--- config.mk ---
export PLATFORM = sky130hd
export DESIGN_NAME = rr_stream_arbiter
export DESIGN_NICKNAME = d
export VERILOG_FILES = /design/src/rtl/rr_arb_pkg.sv /design/src/rtl/rr_prio_select.sv /design/src/rtl/rr_stream_arbiter.sv
export SDC_FILE = /design/constraint.sdc
export NUM_CORES = 1
export LEC_CHECK = 0
export BUFFER_PORTS_ARGS = -buffer_cell sky130_fd_sc_hd__clkbuf_2
export CAP_MARGIN = 10
export CORE_UTILIZATION = 27
export CTS_CLUSTER_DIAMETER = 100
export DETAILED_ROUTE_END_ITERATION = 10
export PLACE_DENSITY = 0.78
export SLEW_MARGIN = 15
export SYNTH_ARGS = -nofsm -noshare
export SYNTH_HDL_FRONTEND = slang
export SYNTH_SLANG_ARGS = --single-unit
--- constraint.sdc ---
create_clock -name clk_i -period 2.1 [get_ports clk_i]
set_input_delay 0.42 -clock clk_i [delete_from_list [all_inputs] [get_ports clk_i]]
set_output_delay 0.42 -clock clk_i [all_outputs]
set_load 0.05 [all_outputs]
--- src/rtl/rr_arb_pkg.sv ---
// Shared constants and pointer helper for the round-robin stream arbiter.
package rr_arb_pkg;

   localparam int unsigned MAX_NUM_REQ = 32;
   localparam int unsigned MAX_IDX_W   = 5;
   localparam int unsigned GRANT_CNT_W = 16;

   // The wrap is explicit so non-power-of-2 requester counts never overrun.
   function automatic logic [MAX_IDX_W-1:0] wrap_inc(input logic [MAX_IDX_W-1:0] idx,
                                                     input int unsigned n);
      if ({27'd0, idx} == n - 1) return '0;
      return idx + 5'd1;
   endfunction

endpackage

--- src/rtl/rr_prio_select.sv ---
// Combinational find-first-valid, searching upward from a pointer with wrap.
module rr_prio_select
   import rr_arb_pkg::*;
#(
   parameter int unsigned NUM_REQ = 4,
   localparam int unsigned IDX_W = $clog2(NUM_REQ)
) (
   input  logic [NUM_REQ-1:0] valid,
   input  logic [IDX_W-1:0]   ptr,
   output logic [IDX_W-1:0]   sel,
   output logic               any_valid
);

   int unsigned      cand;
   logic [IDX_W-1:0] cand_idx;

   // The first hit in search order wins; later candidates are ignored once found.
   always_comb begin
      sel       = '0;
      any_valid = 1'b0;
      cand      = 0;
      cand_idx  = '0;
      for (int unsigned k = 0; k < NUM_REQ; k++) begin
         cand = 32'(ptr) + k;
         if (cand >= NUM_REQ) cand = cand - NUM_REQ;
         cand_idx = IDX_W'(cand);
         if (!any_valid && valid[cand_idx]) begin
            any_valid = 1'b1;
            sel       = cand_idx;
         end
      end
   end

endmodule

--- src/rtl/rr_stream_arbiter.sv ---
// Burst-aware round-robin N:1 ready/valid arbiter with zero-latency selection.
// Optional per-requester burst counters: define RR_STREAM_ARBITER_GRANT_CNT_EN.
module rr_stream_arbiter
   import rr_arb_pkg::*;
#(
   parameter int unsigned NUM_REQ = 4,
   parameter type T = logic [31:0],
   localparam int unsigned IDX_W = $clog2(NUM_REQ)
) (
   input  logic               clk_i,
   input  logic               rst_ni,
   input  logic [NUM_REQ-1:0] req_valid_i,
   output logic [NUM_REQ-1:0] req_ready_o,
   input  T                   req_bits_i [NUM_REQ],
   input  logic [NUM_REQ-1:0] req_last_i,
   output logic               out_valid_o,
   input  logic               out_ready_i,
   output T                   out_bits_o,
   output logic               out_last_o,
   output logic [IDX_W-1:0]   out_idx_o
`ifdef RR_STREAM_ARBITER_GRANT_CNT_EN
   ,
   output logic [GRANT_CNT_W-1:0] grant_cnt_o [NUM_REQ]
`endif
);

   logic [IDX_W-1:0] rr_ptr;
   logic [IDX_W-1:0] lock_idx_q;
   logic             lock_q;
   logic [IDX_W-1:0] free_sel;
   logic [IDX_W-1:0] sel;
   logic             any_valid;
   logic             fire;
   logic             burst_done;

   rr_prio_select #(
      .NUM_REQ(NUM_REQ)
   ) u_select (
      .valid    (req_valid_i),
      .ptr      (rr_ptr),
      .sel      (free_sel),
      .any_valid(any_valid)
   );

   // A held grant overrides the rotating search until its last beat is accepted.
   assign sel         = lock_q ? lock_idx_q : free_sel;
   assign out_valid_o = req_valid_i[sel];
   assign out_bits_o  = req_bits_i[sel];
   assign out_last_o  = req_last_i[sel];
   assign out_idx_o   = sel;
   assign fire        = out_valid_o & out_ready_i;
   assign burst_done  = fire & out_last_o;

   always_comb begin
      req_ready_o = '0;
      if (lock_q || any_valid) req_ready_o[sel] = out_ready_i;
   end

   always_ff @(posedge clk_i or negedge rst_ni) begin
      if (!rst_ni) begin
         rr_ptr     <= '0;
         lock_q     <= 1'b0;
         lock_idx_q <= '0;
      end else begin
         lock_q     <= out_valid_o & ~burst_done;
         lock_idx_q <= sel;
         if (burst_done) rr_ptr <= IDX_W'(wrap_inc(MAX_IDX_W'(sel), NUM_REQ));
      end
   end

`ifdef RR_STREAM_ARBITER_GRANT_CNT_EN
   // One count per completed burst, saturating rather than wrapping.
   always_ff @(posedge clk_i or negedge rst_ni) begin
      if (!rst_ni) begin
         for (int i = 0; i < NUM_REQ; i++) grant_cnt_o[i] <= '0;
      end else if (burst_done && grant_cnt_o[sel] != '1) begin
         grant_cnt_o[sel] <= grant_cnt_o[sel] + 1'b1;
      end
   end
`endif

endmodule

# ---- After elaboration in Yosys (flattened, before gate mapping)
# Cells that the tools add are included.
dict set report classes {
  add_sub_neg 8
  n_lt_le_gt_ge 11
  eq_ne 1
  n_mux 35
  n_bitwise 6
  n_reduce_logical 8
}
# cell count
set ops {}
lappend ops {{binary-select mux 32 bit (select 2 bit)} 1}
lappend ops {{2-to-1 mux 32 bit} 2}
lappend ops {{2-to-1 mux 2 bit} 11}
lappend ops {{less-than comparator 2 x 3 -> 1 bit (second input constant)} 5}
lappend ops {{2-to-1 mux 1 bit} 13}
lappend ops {{binary-select mux 1 bit (select 2 bit)} 6}
lappend ops {{>= comparator 3 bit (second input constant)} 4}
lappend ops {{subtractor 2 x 1 -> 2 bit (second input constant)} 4}
lappend ops {{adder 2 x 2 -> 3 bit (second input constant)} 2}
lappend ops {{AND 4 bit} 1}
lappend ops {{logical AND 1 bit} 4}
lappend ops {{2-to-1 mux 4 bit} 1}
lappend ops {{adder 2 x 1 -> 3 bit (second input constant)} 1}
lappend ops {{AND 1 bit} 3}
lappend ops {{>= comparator 2 x 3 -> 1 bit (second input constant)} 1}
lappend ops {{zero test 1 bit} 3}
lappend ops {{inverter 2 -> 3 bit} 1}
lappend ops {{adder 2 x 1 -> 2 bit (second input constant)} 1}
lappend ops {{demux 1 bit (select 2 bit)} 1}
lappend ops {{== test 2 bit (second input constant)} 1}
lappend ops {{>= comparator 2 x 1 -> 1 bit (second input constant)} 1}
lappend ops {{logical OR 1 bit} 1}
lappend ops {{inverter 1 bit} 1}
dict set report word_totals {
  reg_bits 5
  in_bits 139
  out_inout_bits 40
}

# ---- Depth between registers and ports, before layout
dict set report logic_depth {
  word_depth 21
  mapped_depth 9
  ltp_nobuf 8
}

# ---- Modules after synthesis
# Synthesis repeated with hierarchy kept, for this count alone.
dict set report unflattened {
  cells_unflattened 256
  area_unflattened_um2 1376.3
}
# mod n_inst cells_per_inst area_each_um2 seq_area_each_um2
set by_module_without_submodules {}
lappend by_module_without_submodules {rr_stream_arbiter 1 241 1298.7 125.1}
lappend by_module_without_submodules {rr_prio_select 1 15 77.6 0.0}

# ---- Worst setup path before layout
# Ideal clock, no wire load.
dict set report synth_timing {
  path_kind {input to output}
  startpoint {in req_valid_i[0]}
  endpoint {out req_ready_o[3]}
  arrival_time_ps 2585
  t_required_ps 1680
  setup_slack_ps -905
  stages 8
  cell_sequence {nor2b_1 > a211o_1 > a211o_1 > nand2_2 > buf_2 > ha_1 > inv_1 > nor2_1}
}
dict set report synth_via {
  elab_chain_len 19
  elab_cells_between_ends 31
  classes_between {order compare: 2; mux: 20; bitwise: 1; reduce/logical: 8}
}
# item line_no
set synth_lines {}
lappend synth_lines {{start, declared} rr_stream_arbiter.sv:12} ;# input logic [NUM_REQ-1:0] req_valid_i,
lappend synth_lines {{binary-select mux 1 bit (select 2 bit)} rr_prio_select.sv:27} ;# if (!any_valid && valid[cand_idx]) begin
lappend synth_lines {{2-to-1 mux 1 bit (not written as such)} rr_prio_select.sv:27}
lappend synth_lines {{2-to-1 mux 1 bit} rr_prio_select.sv:27}
lappend synth_lines {{zero test 1 bit} rr_prio_select.sv:27}
lappend synth_lines {{logical AND 1 bit} rr_prio_select.sv:27}
lappend synth_lines {{2-to-1 mux 1 bit} rr_prio_select.sv:27}
lappend synth_lines {{zero test 1 bit} rr_prio_select.sv:27}
lappend synth_lines {{logical AND 1 bit} rr_prio_select.sv:27}
lappend synth_lines {{[4 not listed]} -}
lappend synth_lines {{2-to-1 mux 2 bit *} rr_stream_arbiter.sv:46} ;# assign sel = lock_q ? lock_idx_q : free_sel;
lappend synth_lines {{named net out_idx_o[0]} rr_stream_arbiter.sv:20} ;# output logic [IDX_W-1:0] out_idx_o
lappend synth_lines {{less-than comparator 2 x 3 -> 1 bit (not written as such) / >= comparator 2 x 1 -> 1 bit (equally long branches)} rr_stream_arbiter.sv:56} ;# if (lock_q || any_valid) req_ready_o[sel] = out_ready_i;
lappend synth_lines {{logical AND 1 bit (not written as such)} rr_stream_arbiter.sv:56}
lappend synth_lines {{2-to-1 mux 1 bit (not written as such)} rr_stream_arbiter.sv:56}
lappend synth_lines {{demux 1 bit (select 2 bit) *} rr_stream_arbiter.sv:56}
lappend synth_lines {{AND 4 bit (no line) *} -}
lappend synth_lines {{2-to-1 mux 4 bit *} rr_stream_arbiter.sv:56}
lappend synth_lines {{end, declared} rr_stream_arbiter.sv:13} ;# output logic [NUM_REQ-1:0] req_ready_o,
# The timed path passes the listed nets; every way through them passes the cells marked *. The select of a mux whose other input is x is not followed.

==> metrics <==
failing checks=setup timing; Yosys cell types=24; CP Class=reg2out; RSZ-0062 raised after global routing=true; initial DRC count=164; crit share post-route=123%; CP Launch Type=flop; vias in the first global route=1787; Pwr per Cell Area=2430 nW/um^2; Leak=1.53 nW; Final Hold Viols=0; gr ovfl total=0; Mapped Cells=91; Area growth syn-to-layout=157%; sequential cell area fraction in the yosys report=10.4%; Max Cap Viol=0; Clock H-tree levels=1; WL final=7230 microns; Worst Setup Slack post-DPL=-447 ps; CTS buffer count=3; clock transition at the registers of the reported paths=40 ps; Avg WL per Cell=20.9 microns; actual slew at the worst max-slew pin=256 ps; Worst setup EP type=primary output; max frequency=0.388 GHz; I/O pin total=179; TritonRoute pass-1 iters=4; Antenna Nets Post-Route=0; largest net degree at the start of global routing=23; Worst Skew=1.39 ps; DPL Wire Length=5020 microns; IO buf count=178; fin. max-slew vios=0; Antenna Cells=0; clk_lat worst skew=220 ps; CORE AREA=4140 sq um; fin crit period=2580 ps; largest family of logic cells by synthesized area=multiplexers; post-synthesis mux area share=63.6%; Synth Area in Adders=4.16%; clk root buf=clkbuf_8; die area=4730 sq um; final setup violation count=43; Final Wtd Congestion=0.849; setup ws final=-481 ps; # hold bufs at CTS=0; fillers=296; mean area per synthesized cell=13.2 sq um; Die Width=68.8 microns; syn_nets=234; total number of vias=1864; Clock Sinks=5; Seq cells post-synth=5; max_slew headroom=82.9%; synthesized area=1200 sq um; CTS tree=done; Worst VDD drop=1190 uV; number of remaining DRC errors=0; outcome=finished with violations; most common cell after layout, fill and taps aside=clkbuf_2; XOR/XNOR share of the synthesized area=0%; critical-path maximum fanout=8; Crit path required time=1680 ps; Vias/cell=5.39; Post-Route Utilization=74.8%; FF-to-FF path depth=8; Worst Path Arrival=2160 ps; worst hold path type=in2async; initial antenna violation count=1; TNS Setup=-18180 ps; share of cells above drive strength 1=90.9%; Die Span Y=68.8 microns; first-pass GRT wire length=9500 microns; Final #Nets=440; Tot GR Track Use=28.4%; Starting Density=29.0%; Site Rows=23; Synth Area in Simple Gates=6.24%; area fraction in compound gates after synthesis=9.04%; most frequent cells in the layout=138 x clkbuf_2, 37 x buf_8, 33 x mux4_2, 16 x buf_4; Syn. warnings=0; CTS Buffer Depth=2
## critical path, cell delays in order, from the launching register on
cell and delay [ps]:
dfrtp_2 440, a211o_1 300, a211o_1 350, nand2_4 160, clkbuf_16 200, mux4_2 320, buf_8 170
## report_power, final
part | total [W] | leakage (nW) | internal (W) | switching (W)
Clock | 0.000176 | 0.0228 | 0.000130 | 0.0000454
Sequential | 0.000215 | 0.0580 | 0.000152 | 0.0000631
Combinational | 0.00714 | 1.45 | 0.00345 | 0.00370
## stage by stage
stage                     cells  power [W]  cell area (sq um)  hold WS [ps]
after floorplan              91    0.00418               1320           124
after global placement      330    0.00515               2390           244
after detailed placement    330    0.00524               2390           247
after CTS                   341    0.00682               2940          13.7
after global routing        346    0.00785               3100          19.2
final                       346    0.00753               3100          15.2
## timing repair
action / CTS / global route
cloned: 2 / 3
setup endpoints to repair: 43 / 43
setup buffers: 5 / 3
gates resized for setup: 90 / 50
pin swaps: 2 / 2
## area by class of cell
class                   instances  area, sq um  share of cell area, %
clock buffers                   4         45.0                   1.45
inverters                      10         52.6                   1.70
multi-input cells              69         1130                   36.4
flip-flops and latches          5          128                   4.12
well taps                      50         62.6                   2.02
repair buffers                208         1680                   54.3
## cells by family after synthesis
logic type,after synthesis
buffers and inverters,17
adder cells (fa/ha/maj),4
AO/OA/AOI/OAI,14
multiplexers,35
flip-flops,5
AND/OR/NAND/NOR,16
## layer usage
| layer | vias up | global-route usage, % | wire length, microns |
|---|---|---|---|
| li1 | 800 | - | - |
| met4 | 0 | 12.8 | 184 |
| met5 | - | 0 | 0 |
| met2 | 114 | 47.9 | 4080 |
| met3 | 20 | 8.72 | 563 |
| met1 | 930 | 33.0 | 2400 |
## flip-flops by register name, indices dropped and copies added, names as in the netlist
signal      cells
lock_q          1
rr_ptr          2
lock_idx_q      2
## Yosys cell counts
library cell / instances / area, sq um
o311a_1: 1 / 10.0
a211o_1: 2 / 17.5
o21a_1: 1 / 7.51
dfrtp_1: 5 / 125
a21boi_0: 1 / 7.51
mux4_2: 33 / 743
nor2_1: 8 / 30.0
nor2b_1: 1 / 6.26
o221ai_1: 1 / 8.76
a22oi_2: 1 / 12.5
ha_1: 4 / 50.1
buf_6: 1 / 11.3
o21ai_0: 3 / 15.0
a31oi_1: 2 / 12.5
nand2_2: 1 / 6.26
a311o_1: 1 / 10.0
nand2b_1: 1 / 6.26
mux2_1: 2 / 22.5
nand3_2: 1 / 10.0
nand2_1: 3 / 11.3
a211oi_1: 1 / 7.51
inv_1: 10 / 37.5
buf_2: 6 / 30.0
nand3_1: 1 / 5.00
## worst paths after layout
check | end | startpoint | slack [ps]
max in group asynchronous | rr_ptr[0]$_DFFE_PN0P_ | rst_ni | 1930
hold reg to reg | rr_ptr[1]$_DFFE_PN0P_ | rr_ptr[1]$_DFFE_PN0P_ | 690
setup / recovery | out_bits_o[20] | rr_ptr[1]$_DFFE_PN0P_ | -480
setup reg to reg | rr_ptr[1]$_DFFE_PN0P_ | rr_ptr[1]$_DFFE_PN0P_ | -310
hold / removal | lock_idx_q[1]$_DFF_PN0_ | rst_ni | 20
min in group clk_i | lock_q$_DFF_PN0_ | out_ready_i | 500
Note: power is estimated with default switching activity, not from simulation.
